### src/rtl/cost_pack_8.sv
// Purpose : packs up to eight per-slot cost beats into one wide vector and pads short vectors with max cost.
// Latency : m_valid rises one cycle after the beat that closes a vector.
// Backpr. : accepts freely while filling; while holding, s_ready follows m_ready so a handoff and a new slot-0 write share a cycle.
//
// Ports
//   clk, rst_n         clock, asynchronous active-low reset
//   s_valid/s_ready    upstream beat handshake
//   s_cost             cost for the current slot
//   s_last             beat is the last of the vector
//   m_valid/m_ready    downstream vector handshake
//   m_words            packed vector, slot k at [WIDTH*k +: WIDTH]
//   m_error            vector length error, qualified by m_valid
module cost_pack_8 #(
    parameter int WIDTH = 2
) (
    input  logic                 clk,
    input  logic                 rst_n,
    input  logic                 s_valid,
    output logic                 s_ready,
    input  logic [WIDTH-1:0]     s_cost,
    input  logic                 s_last,
    output logic                 m_valid,
    input  logic                 m_ready,
    output logic [8*WIDTH-1:0]   m_words,
    output logic                 m_error
);

    localparam int INPUTS     = 8;
    localparam int INDEX_BITS = 3;

    if (WIDTH <= 0) begin : g_bad_width
        $error("cost_pack_8: WIDTH must be positive");
    end

    typedef enum logic {
        FILL = 1'b0,
        HOLD = 1'b1
    } state_t;

    state_t                    state_q, state_d;
    logic [INDEX_BITS-1:0]     cnt_q, cnt_d;
    logic [INPUTS*WIDTH-1:0]   words_q, words_d;
    logic                      err_q, err_d;
    logic                      accept;
    logic                      close;
    logic                      cnt_is_last;

    always_comb begin
        state_d     = state_q;
        cnt_d       = cnt_q;
        words_d     = words_q;
        err_d       = err_q;

        m_valid     = (state_q == HOLD);
        // In HOLD the slot-0 register is free the moment the vector is taken,
        // so the upstream may advance in the same cycle as the handoff.
        s_ready     = (state_q == FILL) ? 1'b1 : m_ready;
        accept      = s_valid && s_ready;
        cnt_is_last = (cnt_q == INDEX_BITS'(INPUTS - 1));
        close       = accept && (s_last || cnt_is_last);

        if (state_q == HOLD && m_ready) begin
            state_d = FILL;
        end

        if (accept) begin
            // cnt_q is always 0 in HOLD, so a handoff-cycle beat lands in slot 0.
            for (int k = 0; k < INPUTS; k++) begin
                if (INDEX_BITS'(k) == cnt_q) begin
                    words_d[k*WIDTH +: WIDTH] = s_cost;
                end else if (close && (INDEX_BITS'(k) > cnt_q)) begin
                    words_d[k*WIDTH +: WIDTH] = {WIDTH{1'b1}};
                end
            end

            if (close) begin
                cnt_d   = '0;
                state_d = HOLD;
                // Short vector with s_last, or full vector missing s_last.
                err_d   = (s_last && !cnt_is_last) || (cnt_is_last && !s_last);
            end else begin
                cnt_d   = cnt_q + INDEX_BITS'(1);
            end
        end
    end

    always_ff @(posedge clk or negedge rst_n) begin
        if (!rst_n) begin
            state_q <= FILL;
            cnt_q   <= '0;
            words_q <= '0;
            err_q   <= 1'b0;
        end else begin
            state_q <= state_d;
            cnt_q   <= cnt_d;
            words_q <= words_d;
            err_q   <= err_d;
        end
    end

    assign m_words = words_q;
    assign m_error = err_q;

endmodule

### config.mk
export PLATFORM = sky130hd
export DESIGN_NAME = cost_pack_8
export DESIGN_NICKNAME = d
export VERILOG_FILES = /design/src/rtl/cost_pack_8.sv
export SDC_FILE = /design/constraint.sdc
export NUM_CORES = 1
export LEC_CHECK = 0
export CORE_MARGIN = 2
export CORE_UTILIZATION = 43
export DETAILED_ROUTE_END_ITERATION = 10
export PLACE_DENSITY_LB_ADDON = 0.1
export SLEW_MARGIN = 20
export SYNTH_ARGS = -nofsm -noshare
export SYNTH_HDL_FRONTEND = slang
export SYNTH_SLANG_ARGS = --single-unit
### constraint.sdc
create_clock -name clk -period 1.5 [get_ports clk]
set_input_delay 0.15 -clock clk [delete_from_list [all_inputs] [get_ports clk]]
set_output_delay 0.15 -clock clk [all_outputs]
set_load 0.005 [all_outputs]
==> results of run 1 <==
## critical path: cells and delay by family (launching register included)
kind / cells / cell delay (ps)
adder cells (fa/ha/maj): 3 / 490
AO/OA/AOI/OAI: 2 / 410
flip-flops: 1 / 380
buffers and inverters: 2 / 160
## area by class of cell
class | count | area (µm²) | area share, %
Timing Repair Buffer | 40 | 369.1 | 24.04
Clock buffer | 4 | 26.28 | 1.711
Inverter | 9 | 33.78 | 2.200
Tap cell | 28 | 35.03 | 2.282
Multi-Input combinational cell | 59 | 545.5 | 35.53
Sequential cell | 21 | 525.5 | 34.23
## power by group
part / total (mW) / internal, mW / switching, mW
logic: 0.642 / 0.363 / 0.279
registers: 0.724 / 0.667 / 0.0572
clock network: 0.266 / 0.103 / 0.162
total: 1.63 / 1.13 / 0.499
## cells by family (layout without fill, tap and decap cells)
family          count (synthesis)  in the layout  synth area share, %
mux                             2              2                2.148
simple gates                   24             24                13.25
fa+ha+maj                       5              5                5.967
buf+inv                        17             53                7.638
flops                          21             21                50.12
compound gates                 28             28                20.88
## Yosys cell counts (all sizes together)
cell / number / area, µm²
o21a: 1 / 7.510
nand2: 9 / 36.29
nor3: 3 / 15.01
clkbuf: 2 / 7.510
nor2b: 1 / 6.260
dfrtp: 21 / 525.5
nand3: 2 / 10.01
inv: 9 / 33.78
nand4: 1 / 6.260
nor2: 3 / 11.26
nand3b: 1 / 20.02
and3: 1 / 7.510
nand4b: 1 / 8.760
or3: 1 / 11.26
nand2b: 1 / 6.260
o21bai: 1 / 7.510
buf: 6 / 38.79
a22oi: 2 / 15.01
o22a: 4 / 35.03
o32a: 8 / 80.08
o21ai: 4 / 20.02
ha: 5 / 62.56
a21oi: 5 / 25.02
o31ai: 2 / 20.02
a221oi: 1 / 8.760
mux2: 2 / 22.52
## how the worst max path moves through the flow
stage | start | end | cells after the start
finish | cnt_q[1] | m_words[10] | 7
global route | cnt_q[1] | m_words[10] | 7
CTS | cnt_q[0] | m_words[3] | 7
detailed placement | m_ready | m_words[2] | 6
global placement | m_ready | m_error | 5
floorplan | cnt_q[1] | m_words[5] | 8
## state kept, by name, indices dropped and copies added, names as in the netlist
register and count:
m_words 16, cnt_q 3, m_error 1, m_valid 1
## stage by stage
stage	total power, mW	TNS, ps	setup WS, ps	hold WS [ps]
2_1_floorplan	1.031	-13.62	-13.62	-145.6
3_3_place_gp	1.297	-219.8	-44.88	471.0
3_5_place_dp	1.308	-621.7	-94.95	483.6
4_1_cts	1.616	-76.39	-15.46	181.6
5_1_grt	1.745	-572.6	-86.96	182.0
6_report	1.631	-6.847	-6.847	187.0
## what timing repair did
item,CTS,global route
resized for setup,12,13
pin swaps,8,13
gates cloned,0,0
buffers inserted,3,0
endpoints found under the setup margin,9,19
## metal layers
layer	wire, µm	vias up	GRT usage [%]
met4	8	0	6.410
met1	1123	426	22.10
met3	94	2	3.107
li1	-	425	-
met2	1106	18	30.45
met5	0	-	0
==> metrics.md, run 1 <==
| Metric | Value |
|---|---|
| R2R Path End | m_words[10] |
| GR Overflow Total | 0 |
| Crit Path Category | flip-flop to flip-flop |
| Status | complete, but fails checks |
| Unique masters post-synth | 30 |
| Port bufs | 25 |
| RR Startpoint | cnt_q[1] |
| CTS Root Cell | clkbuf_4 |
| Initial Util | 46.50% |
| Worst setup EP type | flip-flop |
| Area of the mapped netlist | roughly 1000 µm² |
| Final nets | about 150 |
| Commonest cells after routing, fill and taps aside | clkdlybuf4s50_1 (24), dfrtp_1 (21), buf_4 (13) |
| Path depth of the worst reg2reg path | 7 |
| VDD IR max | between 800 and 900 µV |
| Core ar. | about 2300 µm² |
| Drt wl/cell | approximately 14 µm |
| Initial antenna violation count | 0 |
| Syn_area_per_cell | roughly 11 µm² |
| Crit path DAT | between 1500 and 2000 ps |
| Fin crit share | 100.5% |
| Setup Skew | 3.194 ps |
| Routed vias/inst | ~5.4 |
| Filler cells | ~190 |
| H-tree depth | 1 |
| Final ANT Viol Nets | 0 |
| TritonCTS Buffers | 3 |
| Hold Buf Count CTS | 0 |
| Post-layout min period | about 1500 ps |
| Crit-path cells | ha_2, ha_4, inv_2, ha_4, buf_6, a221oi_4, o32a_1 |
| Slew @ Worst Pin | between 400 and 500 ps |
| Clk slew on worst S/H paths | 110 ps |
| Total GRT Usage | ~18% |
| Crit path largest cell delay | around 380 ps |
| Violated checks | setup timing |
| Post-Route WL | roughly 2300 µm |
| Vias in the first global route | 858 |
| Worst path slowest cell | dfrtp_1 |
| Post-synthesis sequential area ratio | between 50 and 60% |
| Pwr/cell area | 1063 nW/µm² |
| Row Count | 17 |
| DRC viols | 0 |
| Fin cells | 161 |
| Max FO, Critical Path | 6 |
| Fmax | between 600 and 700 MHz |
| CP most frequent cell | ha_4 |
| Routed vias | approximately 870 |
| Max-slew violation count | 0 |
| Die Wd | 53.38 µm |
| Final Util | between 60% and 70% |
| Yosys warning count | 0 |
| Leak | between 0.6 and 0.7 nW |
| Clk buf depth | 2 |
| RSZ-0062 raised after global routing | yes |
| Most common cell after layout, fill and taps aside | clkdlybuf4s50_1 |
| Synth Register Bits | 21 |
| R2r setup slk | -7 ps |
| ANT cells | 0 |
| DP Area | approximately 1400 µm² |
| Worst-Skew Late Latency | just under 300 ps |
| Final instance area | ~1500 µm² |
| Slew headroom | 72.44% |
| Number of clock sinks | 21 |
| Crit start category | flip-flop |
| Hold WC Path Type | primary input to async pin |
| Die Y | 53.38 µm |
| Dpl cells | around 150 |
| Worst setup margin | -6.847 ps |
| Worst Path Required | 1740 ps |
| Layout cell share with drive strength beyond 1 | 30.08% |
| Setup violators final | 1 |
| CTS tree | yes |
| Post-DP HPWL | 1509 µm |
| DRT Pass-1 Iters | 2 |
| Synthesized Nets | around 110 |
| Global-route wire length before repair | roughly 3600 µm |
| Final-report hold violation count | 0 |
| Boundary pin count | 26 |
| Largest net degree at the start of global routing | 22 |
| Max_cap viols | 0 |
| Die Footprint | between 2000 and 3000 µm² |
| Syn Inst Count | 97 |
| Drt first-iter violations | 22 |
| P&R area growth vs syn | 46.42% |
| Gp weighted congestion | approximately 0.71 |
Note: power is estimated with default switching activity, not from simulation.
==> run 2, diff against run 1 <==
--- a/config.mk
+++ b/config.mk
@@ -8,8 +8,7 @@
 export CORE_MARGIN = 2
 export CORE_UTILIZATION = 43
 export DETAILED_ROUTE_END_ITERATION = 10
-export PLACE_DENSITY_LB_ADDON = 0.1
-export SLEW_MARGIN = 20
+export PLACE_DENSITY = 0.75
 export SYNTH_ARGS = -nofsm -noshare
 export SYNTH_HDL_FRONTEND = slang
 export SYNTH_SLANG_ARGS = --single-unit
==> metrics.md, run 2 (same netlist as run 1, synthesis figures left out) <==
| Metric | Value |
|---|---|
| Status | complete, but fails checks |
| Violated checks | setup timing |
| Initial antenna violation count | 0 |
| Final nets | about 150 |
| GR Overflow Total | 0 |
| Crit Path Category | flip-flop to flip-flop |
| R2R Path End | m_words[11] |
| Max FO, Critical Path | 6 |
| Post-layout min period | ~1500 ps |
| Final ANT Viol Nets | 0 |
| Number of clock sinks | 21 |
| Most common cell after layout, fill and taps aside | clkdlybuf4s50_1 |
| Setup Skew | between 8 and 9 ps |
| Fin crit share | 101.0% |
| Total GRT Usage | approximately 20% |
| RR Startpoint | cnt_q[0] |
| Gp weighted congestion | approximately 0.76 |
| Worst setup margin | -15.69 ps |
| Routed vias | a little under 900 |
| TritonCTS Buffers | 3 |
| Worst-Skew Late Latency | ~300 ps |
| RSZ-0062 raised after global routing | yes |
| Die Wd | between 50 and 60 µm |
| Crit start category | flip-flop |
| Worst Path Required | between 1500 and 2000 ps |
| Routed vias/inst | ~5.4 |
| Global-route wire length before repair | 4098 µm |
| Vias in the first global route | between 900 and 1000 |
| Max FFs per register | 16 |
| Filler cells | 203 |
| Die Footprint | 2849 µm² |
| Drt first-iter violations | 12 |
| DRC viols | 0 |
| End of the critical path | m_words[11] |
| Clk buf depth | 2 |
| Fmax | 659.8 MHz |
| Post-DP HPWL | 1617 µm |
| H-tree depth | 1 |
| Setup violators final | 2 |
| Initial Util | 46.50% |
| DRT Pass-1 Iters | 4 |
| P&R area growth vs syn | 49.28% |
| DP Area | 1396 µm² |
| Tot Pwr | 1.653 mW |
| ANT cells | 0 |
| Core ar. | 2255 µm² |
| Pwr/cell area | around 1100 nW/µm² |
| Final-report hold violation count | 0 |
| Hold Buf Count CTS | 0 |
| Port bufs | 25 |
| Layout cell share with drive strength beyond 1 | between 30% and 40% |
| Row Count | 17 |
| Largest net degree at the start of global routing | 22 |
| CTS Root Cell | clkbuf_4 |
| Crit path DAT | 1750 ps |
| Post-Route WL | approximately 2400 µm |
| Commonest cells after routing, fill and taps aside | clkdlybuf4s50_1 (24), dfrtp_1 (21), buf_4 (13) |
| Slew headroom | between 70% and 80% |
| Drt wl/cell | 15.07 µm |
| Fin cells | between 150 and 200 |
| R2r setup slk | -20 ps |
| Boundary pin count | 26 |
| Path depth of the worst reg2reg path | 7 |
| Die Y | around 53 µm |
| CTS tree | yes |
| Final instance area | approximately 1600 µm² |
| Dpl cells | 154 |
| Max_cap viols | 0 |
| Slew @ Worst Pin | 397.4 ps |
| VDD IR max | 797.7 µV |
| Leak | between 0.6 and 0.7 nW |
| Max-slew violation count | 0 |
| Hold WC Path Type | primary input to async pin |
| Worst setup EP type | flip-flop |
| Clk slew on worst S/H paths | 120 ps |
| Critical Path Start | cnt_q[0] |
[run 2: changes by cell type in the layout (fill, tap and decap cells not counted), sizes merged]
cell,previous run,this run
dlygate4sd2,1,0
clkinv,0,1
buf,15,16
dlymetal6s2s,0,1
clkbuf,4,3
[run 2: how the worst min path moves through the flow]
stage	from	slack [ps]	end
floorplan	rst_n	-150	cnt_q[0]
global placement	m_words[1]	470	m_words[1]
detailed placement	m_words[8]	480	m_words[8]
CTS	rst_n	180	m_words[1]
global route	rst_n	200	m_words[1]
finish	rst_n	180	m_words[1]
[run 2: power by group]
part | internal (mW) | switching (mW)
combinational | 0.368 | 0.291
sequential | 0.667 | 0.0590
clock | 0.0992 | 0.169
total | 1.13 | 0.519
[run 2: repair_timing]
action	CTS	global route
setup buffers	3	1
pin swaps	12	14
endpoints found under the setup margin	12	19
gates resized for setup	14	13
[run 2: metrics by stage]
step	setup WS, ps	util (%)	hold WS, ps	setup TNS, ps
after global routing	-84.62	69.42	197.6	-512.9
final	-15.69	69.42	176.0	-23.43
after floorplan	-13.62	-	-145.6	-13.62
after detailed placement	-83.36	61.93	482.3	-430.6
after CTS	-24.76	67.15	178.0	-34.48
after global placement	-41.20	61.93	467.9	-166.2
[run 2: cell type report]
type	count	area (µm²)	area share, %
clock inverters	1	5.005	0.3197
repair buffers	41	384.1	24.54
inverters	9	36.28	2.318
flip-flops and latches	21	525.5	33.57
multi-input cells	59	556.8	35.57
clock buffers	3	22.52	1.439
well taps	28	35.03	2.238
[run 2: per-layer routing]
metal	share of wire, %	routed length [µm]	vias up	global-route usage [%]
li1	-	-	422	-
met1	47	1137	424	25.62
met2	48	1174	27	32.92
met3	4.6	113	4	3.672
met4	0.70	17	0	6.410
met5	0	0	-	0
[run 2: critical path, stage by stage, from the launching register on]
cell and delay, ps:
dfrtp_1 380, ha_2 190, ha_4 130, inv_4 30, ha_4 170, buf_6 130, a221oi_4 230, o32a_1 190
